$ cat src/rtl/store_write_buffer.sv
// store_write_buffer
//   In-order store queue between the memory stage and the data RAM write port.
//   Stores are queued in a DEPTH-entry FIFO and drained one per cycle into a
//   registered RAM write port whenever the RAM is not busy. Loads are served
//   combinationally from pending stores (youngest matching address wins).
//
//   Optional build macro: STWB_COALESCE_EN
//     When defined, a store to the same address as the youngest queued entry
//     overwrites that entry's data instead of allocating a new one.
//
// Ports
//   clk, rst                  clock (rising edge), async active-high reset
//   st_valid/st_ready         store handshake; st_addr/st_data store payload
//   ld_valid/ld_addr          load probe; ld_hit/ld_data forwarded result
//   ram_busy                  RAM cannot take a write this cycle
//   ram_wren/ram_wraddress/ram_data   registered RAM write port
//   count/empty/full          occupancy status (registered state only)
module store_write_buffer #(
  parameter int DATA_W = 16,
  parameter int ADDR_W = 16,
  parameter int DEPTH  = 4
) (
  input  logic                       clk,
  input  logic                       rst,
  input  logic                       st_valid,
  output logic                       st_ready,
  input  logic [ADDR_W-1:0]          st_addr,
  input  logic [DATA_W-1:0]          st_data,
  input  logic                       ld_valid,
  input  logic [ADDR_W-1:0]          ld_addr,
  output logic                       ld_hit,
  output logic [DATA_W-1:0]          ld_data,
  input  logic                       ram_busy,
  output logic                       ram_wren,
  output logic [ADDR_W-1:0]          ram_wraddress,
  output logic [DATA_W-1:0]          ram_data,
  output logic [$clog2(DEPTH+1)-1:0] count,
  output logic                       empty,
  output logic                       full
);
  localparam int PW = $clog2(DEPTH);
  localparam int CW = $clog2(DEPTH+1);

  typedef struct packed {
    logic [ADDR_W-1:0] addr;
    logic [DATA_W-1:0] data;
  } ent_t;

  ent_t              ent_q [DEPTH];
  logic [DEPTH-1:0]  vld_q;
  logic [PW-1:0]     head_q, tail_q;
  logic [CW-1:0]     count_q, count_d;
  logic              ram_wren_q;
  ent_t              out_q;

  logic              push, pop, alloc, coal;
  logic [PW-1:0]     idx;
  logic              fwd_hit;
  logic [DATA_W-1:0] fwd_data;

  assign full     = (count_q == CW'(DEPTH));
  assign empty    = (count_q == '0);
  assign st_ready = !full;
  assign push     = st_valid && !full;
  assign pop      = !empty && !ram_busy;

`ifdef STWB_COALESCE_EN
  logic [PW-1:0] young;
  assign young = tail_q - PW'(1);
  // Merge into the youngest entry unless it is leaving via the head this edge.
  assign coal  = push && vld_q[young] && (ent_q[young].addr == st_addr) &&
                 !(pop && (young == head_q));
`else
  assign coal  = 1'b0;
`endif

  assign alloc = push && !coal;

  always_comb begin
    count_d = count_q;
    if (alloc && !pop)      count_d = count_q + CW'(1);
    else if (!alloc && pop) count_d = count_q - CW'(1);
  end

  always_ff @(posedge clk or posedge rst) begin
    if (rst) begin
      head_q     <= '0;
      tail_q     <= '0;
      count_q    <= '0;
      vld_q      <= '0;
      ram_wren_q <= 1'b0;
      out_q      <= '0;
    end else begin
      count_q    <= count_d;
      ram_wren_q <= pop;
      if (pop) begin
        out_q          <= ent_q[head_q];
        vld_q[head_q]  <= 1'b0;
        head_q         <= head_q + PW'(1);
      end
      // Full blocks alloc, so tail never aliases the head being cleared.
      if (alloc) begin
        vld_q[tail_q] <= 1'b1;
        tail_q        <= tail_q + PW'(1);
      end
    end
  end

  // Payload storage needs no reset: validity is tracked by vld_q.
  always_ff @(posedge clk) begin
    if (alloc) ent_q[tail_q] <= '{addr: st_addr, data: st_data};
`ifdef STWB_COALESCE_EN
    if (coal) ent_q[young].data <= st_data;
`endif
  end

  // Scan oldest to youngest so the last match (youngest) wins. The output
  // register is older than anything still in the FIFO.
  always_comb begin
    fwd_hit  = 1'b0;
    fwd_data = '0;
    idx      = '0;
    if (ram_wren_q && (out_q.addr == ld_addr)) begin
      fwd_hit  = 1'b1;
      fwd_data = out_q.data;
    end
    for (int k = 0; k < DEPTH; k++) begin
      idx = head_q + PW'(k);
      if (vld_q[idx] && (ent_q[idx].addr == ld_addr)) begin
        fwd_hit  = 1'b1;
        fwd_data = ent_q[idx].data;
      end
    end
  end

  assign ld_hit        = ld_valid && fwd_hit;
  assign ld_data       = ld_hit ? fwd_data : '0;
  assign ram_wren      = ram_wren_q;
  assign ram_wraddress = out_q.addr;
  assign ram_data      = out_q.data;
  assign count         = count_q;
endmodule

$ cat config.mk
export PLATFORM = sky130hd
export DESIGN_NAME = store_write_buffer
export DESIGN_NICKNAME = d
export VERILOG_FILES = /design/src/rtl/store_write_buffer.sv
export SDC_FILE = /design/constraint.sdc
export NUM_CORES = 1
export LEC_CHECK = 0
export CAP_MARGIN = 25
export CORE_AREA = 3 3 133 199
export CTS_BUF_LIST = sky130_fd_sc_hd__clkbuf_8
export CTS_CLUSTER_SIZE = 12
export DETAILED_ROUTE_END_ITERATION = 6
export DIE_AREA = 0 0 136 202
export PLACE_DENSITY = 0.75
export SLEW_MARGIN = 20
export SYNTH_ARGS = -nofsm -noshare
export SYNTH_HDL_FRONTEND = slang
export SYNTH_SLANG_ARGS = --single-unit
export TNS_END_PERCENT = 10
$ cat constraint.sdc
create_clock -name clk -period 7.3 [get_ports clk]
set_input_delay 2.19 -clock clk [delete_from_list [all_inputs] [get_ports clk]]
set_output_delay 2.19 -clock clk [all_outputs]
set_load 0.01 [all_outputs]
Word-level counts from Yosys, hierarchy flattened
Memory sizes are Yosys's and may differ from the RTL's.
Index checks and enable logic that the tools add are counted.
Word-level totals
  output and inout port bits: 56
  register bits: 44
  memories: 1
  bits in writable memories: 128
  input port bits: 53
Cells by class
  equality and inequality tests: 6
  reduce and logical (&&, ||, !) cells: 19
  muxes and demuxes: 29
  $add $sub $neg: 6
  bitwise operators: 3
  order comparisons: 7
Memory list
  ent_q: words 4, width 32, rd ports 4, clocked after memory_dff 0, wr ports 1, RTL line 49  | ent_t ent_q [DEPTH];
Operator list (count)
  $mux 16: 6
  $eq 16x16->1: 5
  $lt 2x3->1 const B: 5
  $mux 1: 13
  $logic_and 1x1->1: 12
  $bmux 1 s2: 4
  $mux 4: 2
  $mux 3: 2
  $logic_not 1->1: 5
  $add 2x1->2 const B: 2
  $add 2x2->2 const B: 2
  $and 4x4->4: 1
  $demux 1 s2: 2
  $ge 2x1->1 const B: 2
  $not 4->4: 1
  $or 4x4->4: 1
  $add 3x1->3 const B: 1
  $eq 3x3->1 const B: 1
  $logic_not 3->1: 1
  $sub 3x1->3 const B: 1
  $reduce_bool 2->1: 1

Longest topological paths before layout
  depth in word-level cells: 9
  mapped depth: 16
  gate-level depth less buffers: 10

Worst setup path before layout
No wires, ideal clock.
  path kind: input to output
  from: in ld_addr[1]
  to: out ld_data[10]
  path buffers: 2
  cell stages on the path: 9
  data arrival time: 4.448 ns
  setup slack: 0.662 ns
  cells stage by stage: buf_2 > xor2_1 > nor4_1 > nand4_1 > nor4_1 > buf_2 > nand3_2 > a221oi_2 > o21a_1
Between the ends
  cells in the longest elaborated chain, start to end: 9
Ends and longest elaborated chain
  from (decl): RTL line 30  | input logic [ADDR_W-1:0] ld_addr,
  $eq 16x16->1: RTL line 123  | if (ram_wren_q && (out_q.addr == ld_addr)) begin
  $logic_and 1x1->1: RTL line 123
  $mux 1: RTL line 123
  $mux 1 (4 in a row): RTL line 129  | if (vld_q[idx] && (ent_q[idx].addr == ld_addr)) begin
  $logic_and 1x1->1: RTL line 136  | assign ld_hit = ld_valid && fwd_hit;
  $mux 16 (*): RTL line 137  | assign ld_data = ld_hit ? fwd_data : '0;
  to (decl): RTL line 32  | output logic [DATA_W-1:0] ld_data,
Mark *: on every way between the ends. The rest lies on a longest branch, timed or not.

Worst setup path in the final report
  from: in ld_addr[7]
  to: out ld_data[2]
Same word-level chain as after synthesis.

==> flow_metrics.py <==
metrics = {
    "sta": {
        "maxSlewHeadroom_pct": 33.6,
        "setup_violations": 0,
        "tightestPinTransition_ns": 0.997,
        "finalHoldViolations": 0,
        "fmax_mhz": 139,
        "fin_crit_ns": 7.21,
        "grt_setup_unrepaired": "true",
        "fin_crit_sh_pct": 98.8,
        "skew_ns": 0.0147,
        "slew_violations": 0,
    },
    "synthesis": {
        "yosys.area.top_type": "edfxtp_1",
        "synth_compound_area_share_pct": 7.29,
        "synthesis.instances": 802,
        "synth_top_family_by_area": "multiplexers",
        "yosys_most_used_dff": "edfxtp_1",
        "syn_area_per_cell_um2": 13.9,
        "synth-seq-cells": 172,
        "synth_warnings": 0,
        "yosysUniqueCellTypes": 58,
        "syn_area_um2": 11200,
        "synth-simple-area-share_pct": 7.70,
        "synth_fp_nets": 865,
        "synth-xor-area-share_pct": 6.36,
        "synth_edf_count": 128,
        "synth.area.top_cells": "edfxtp_1 (34%), mux4_2 (22%), dfrtp_1 (9.9%), xnor2_1 (4.2%), nand2_1 (3.3%)",
        "synthMuxAreaShare_pct": 27.1,
        "synthAdderAreaFrac_pct": 1.19,
        "seq_area_frac_synth_pct": 44.3,
        "ys_async_sr_fraction_pct": 25.6,
        "synth_top_area_share_pct": 34.4,
    },
    "die": {
        "start_util_pct": 44.6,
        "die_y_um": 202,
        "coreArea_um2": 25100,
        "rows": 71,
        "io-pin-count": 109,
        "die_w_um": 136,
        "die_area_um2": 27500,
    },
    "setup_path": {
        "cp-end-kind": "output port",
        "crit_slowest_cell": "clkdlybuf4s50_1",
        "worstSetupStartpointType": "primary input",
        "crit_top_cell": "clkdlybuf4s50_1",
        "path_class": "primary input to output port",
        "max_stage_delay_ns": 0.54,
        "arrival_ns": 5.02,
        "cp_cell_sequence": "clkdlybuf4s50_1 > inv_2 > o21ai_1 > nor4_1 > o22a_1 > and2_4 > buf_12 > a21o_1 > o31a_1 > buf_4 > o21a_1 > clkdlybuf4s50_1",
        "crit_path_max_fanout": 17,
        "cp.required_ns": 5.11,
        "rrSetupSlack_ns": 4.57,
    },
    "route": {
        "remaining_drc_errors": 0,
        "routed_wl_mm": 27.3,
        "routedWlPerCell_um": 21.8,
        "vias": 7422,
        "drt_iter0_markers": 668,
        "dr.pass1.iters": 5,
        "ant_nets": 0,
        "via_per_inst": 5.93,
    },
    "final_layout": {
        "area_growth_pct": 17.6,
        "nNetsFinal": 972,
        "drive_gt1_share_pct": 25.6,
        "stdcell_area_um2": 13100,
        "final_cells": 1251,
    },
    "cts": {
        "htreeDepth": 4,
        "clk_pin_slew_ns": 0.10,
        "clk-insertion-delay-late_ns": 0.47,
        "root_buffer": "clkbuf_8",
        "cts_buffers": 17,
        "clockBufferDepth": 2,
        "clock_sinks": 172,
        "cts_tree": "built",
    },
    "power_and_ir_drop": {
        "p_leak_nw": 4.86,
        "peakVddDrop_v": 0.000385,
        "pwr-share-seq_pct": 30.4,
        "switching_share_pct": 39.4,
        "power_density_nw_per_um2": 396,
        "power_switching_w": 0.00205,
        "clockPowerShare_pct": 12.3,
        "power_w": 0.00520,
        "intPower_w": 0.00315,
        "p_comb_share_pct": 57.3,
    },
    "global_routing": {
        "grt_pass1_vias": 7507,
        "overflow": 0,
        "antenna_found_initial": 1,
        "grt.total_usage_pct": 20.1,
        "grt_max_degree": 137,
        "grt_pass1_wl_mm": 42.0,
    },
    "place": {
        "place_inst": 1217,
        "port_buffers": 108,
        "dpl.hpwl_mm": 19.8,
        "placed_area_um2": 12700,
        "globalplace.congestion": 0.928,
    },
    "status": {
        "outcome": "completed",
    },
    "flow_run": {
        "max_cap_viol_count": 0,
    },
    "hold_path": {
        "worstHoldPathType": "flop to flop",
    },
}
state kept, by name, indices dropped and copies added, names as in the netlist:
register and cells:
count 3, ent_q 128, head_q 2, ram_data 16, ram_wraddress 16, ram_wren 1
tail_q 2, vld_q 4
placed cells by master, fill, tap and decap left out, types with 3 or more instances in the layout:
cell type,synthesis,final
clkbuf_8,0,18
nor2_1,9,9
a21o_1,5,5
dfrtp_1,44,42
a211oi_1,4,3
and3_1,4,4
edfxtp_1,128,128
ha_1,9,8
nor4_1,9,6
nand2_1,99,99
nand3_2,11,11
mux4_1,11,11
xor2_1,27,27
mux4_2,111,111
o21a_1,16,16
nand4_1,10,10
buf_4,5,37
nand3_1,8,8
buf_12,3,7
xnor2_1,54,53
inv_6,0,5
dlymetal6s2s_1,0,9
a221oi_1,6,5
mux2i_1,18,18
a41oi_1,16,16
o21ai_0,7,7
clkdlybuf4s50_1,0,99
a221oi_2,10,11
inv_2,4,6
a21oi_1,5,5
inv_1,59,60
nor4_2,0,3
nor4_4,3,3
buf_6,11,3
o22ai_1,17,17
worst max-delay path: cells and delay by family:
kind | cells | cell delay [ns]
simple gates | 2 | 0.54
buf+inv | 5 | 1.46
compound gates | 5 | 0.81
through the flow:
stage	setup slack, ns	hold WS (ns)	utilization [%]	TNS, ns
floorplan	0.662	0.504	-	0
global placement	0.0258	0.497	50.6	0
detailed placement	-0.0117	0.503	50.6	-0.0459
CTS	0.00621	0.528	52.1	0
global route	-0.0231	0.545	52.4	-0.0256
finish	0.0862	0.523	52.4	0
layout make-up:
cell class | instances | area (µm²)
clock inverters | 14 | 119
well taps | 328 | 410
clock buffers | 18 | 248
flip-flops and latches | 172 | 4950
inverters | 64 | 240
repair buffers | 155 | 1560
multi-input cells | 499 | 5600
diodes | 1 | 2.50
fillers | 2075 | 11900
layer usage:
metal  share of wire, %  routed length (µm)  track usage (%)
met5                  0                   0                0
met4                4.0                1090             9.94
met3                5.1                1410             3.11
met2                 56               15200             36.2
met1                 35                9580             22.9
power by group through the flow:
| stage | Combinational (W) | Clock (W) | Sequential, W |
|---|---|---|---|
| 3_3_place_gp | 0.00293 | 0 | 0.00158 |
| 5_1_grt | 0.00320 | 0.000696 | 0.00162 |
| 6_report | 0.00298 | 0.000639 | 0.00158 |
| 3_5_place_dp | 0.00297 | 0 | 0.00160 |
| 2_1_floorplan | 0.00224 | 0 | 0.00157 |
| 4_1_cts | 0.00298 | 0.000652 | 0.00158 |
cells in the mapped netlist (3+ instances only):
cell and instances:
nand4_1 10, buf_12 3, nand3_1 8, o22ai_1 17
mux4_1 11, buf_4 5, xor2_1 27, nand3_2 11
nand2_1 99, edfxtp_1 128, mux4_2 111, xnor2_1 54
inv_1 59, a211oi_1 4, nor2_1 9, nor4_4 3
buf_1 7, and3_1 4, a221oi_1 6, nor4_1 9
a21o_1 5, and2_1 3, ha_1 9, o21a_1 16
clkbuf_1 16, buf_2 25, buf_6 11, o21ai_0 7
a21oi_1 5, inv_2 4, a221oi_2 10, mux2i_1 18
dfrtp_1 44, a41oi_1 16
worst paths after layout:
check	from	end	depth (start not counted)
worst min register to register	ram_data[3]	ram_data[3]	2
max in group asynchronous	rst	head_q[0]	3
min in group asynchronous	rst	ram_data[9]	3
worst max-delay path	ld_addr[7]	ld_data[2]	12
worst max register to register	count[0]	count[2]	8
worst min-delay path	ram_data[3]	ram_data[3]	2
cells by family (layout without fill, tap and decap cells):
| kind of cell | Yosys count | count (layout) |
|---|---|---|
| AOI/OAI and AO/OA | 100 | 100 |
| xor gates and xnor gates | 81 | 81 |
| adders and majority gates | 10 | 10 |
| buffers and inverters | 131 | 251 |
| DFF | 172 | 172 |
| muxes | 144 | 144 |
| other | 0 | 1 |
| and+or+nand+nor | 164 | 164 |
what timing repair did:
item                                    CTS  global route
gates resized for setup                   1            18
endpoints found under the setup margin   11            16
setup buffers                             0             1
pin swaps                                 2             4
hold buffers                              0             0
Note: power is estimated with default switching activity, not from simulation.
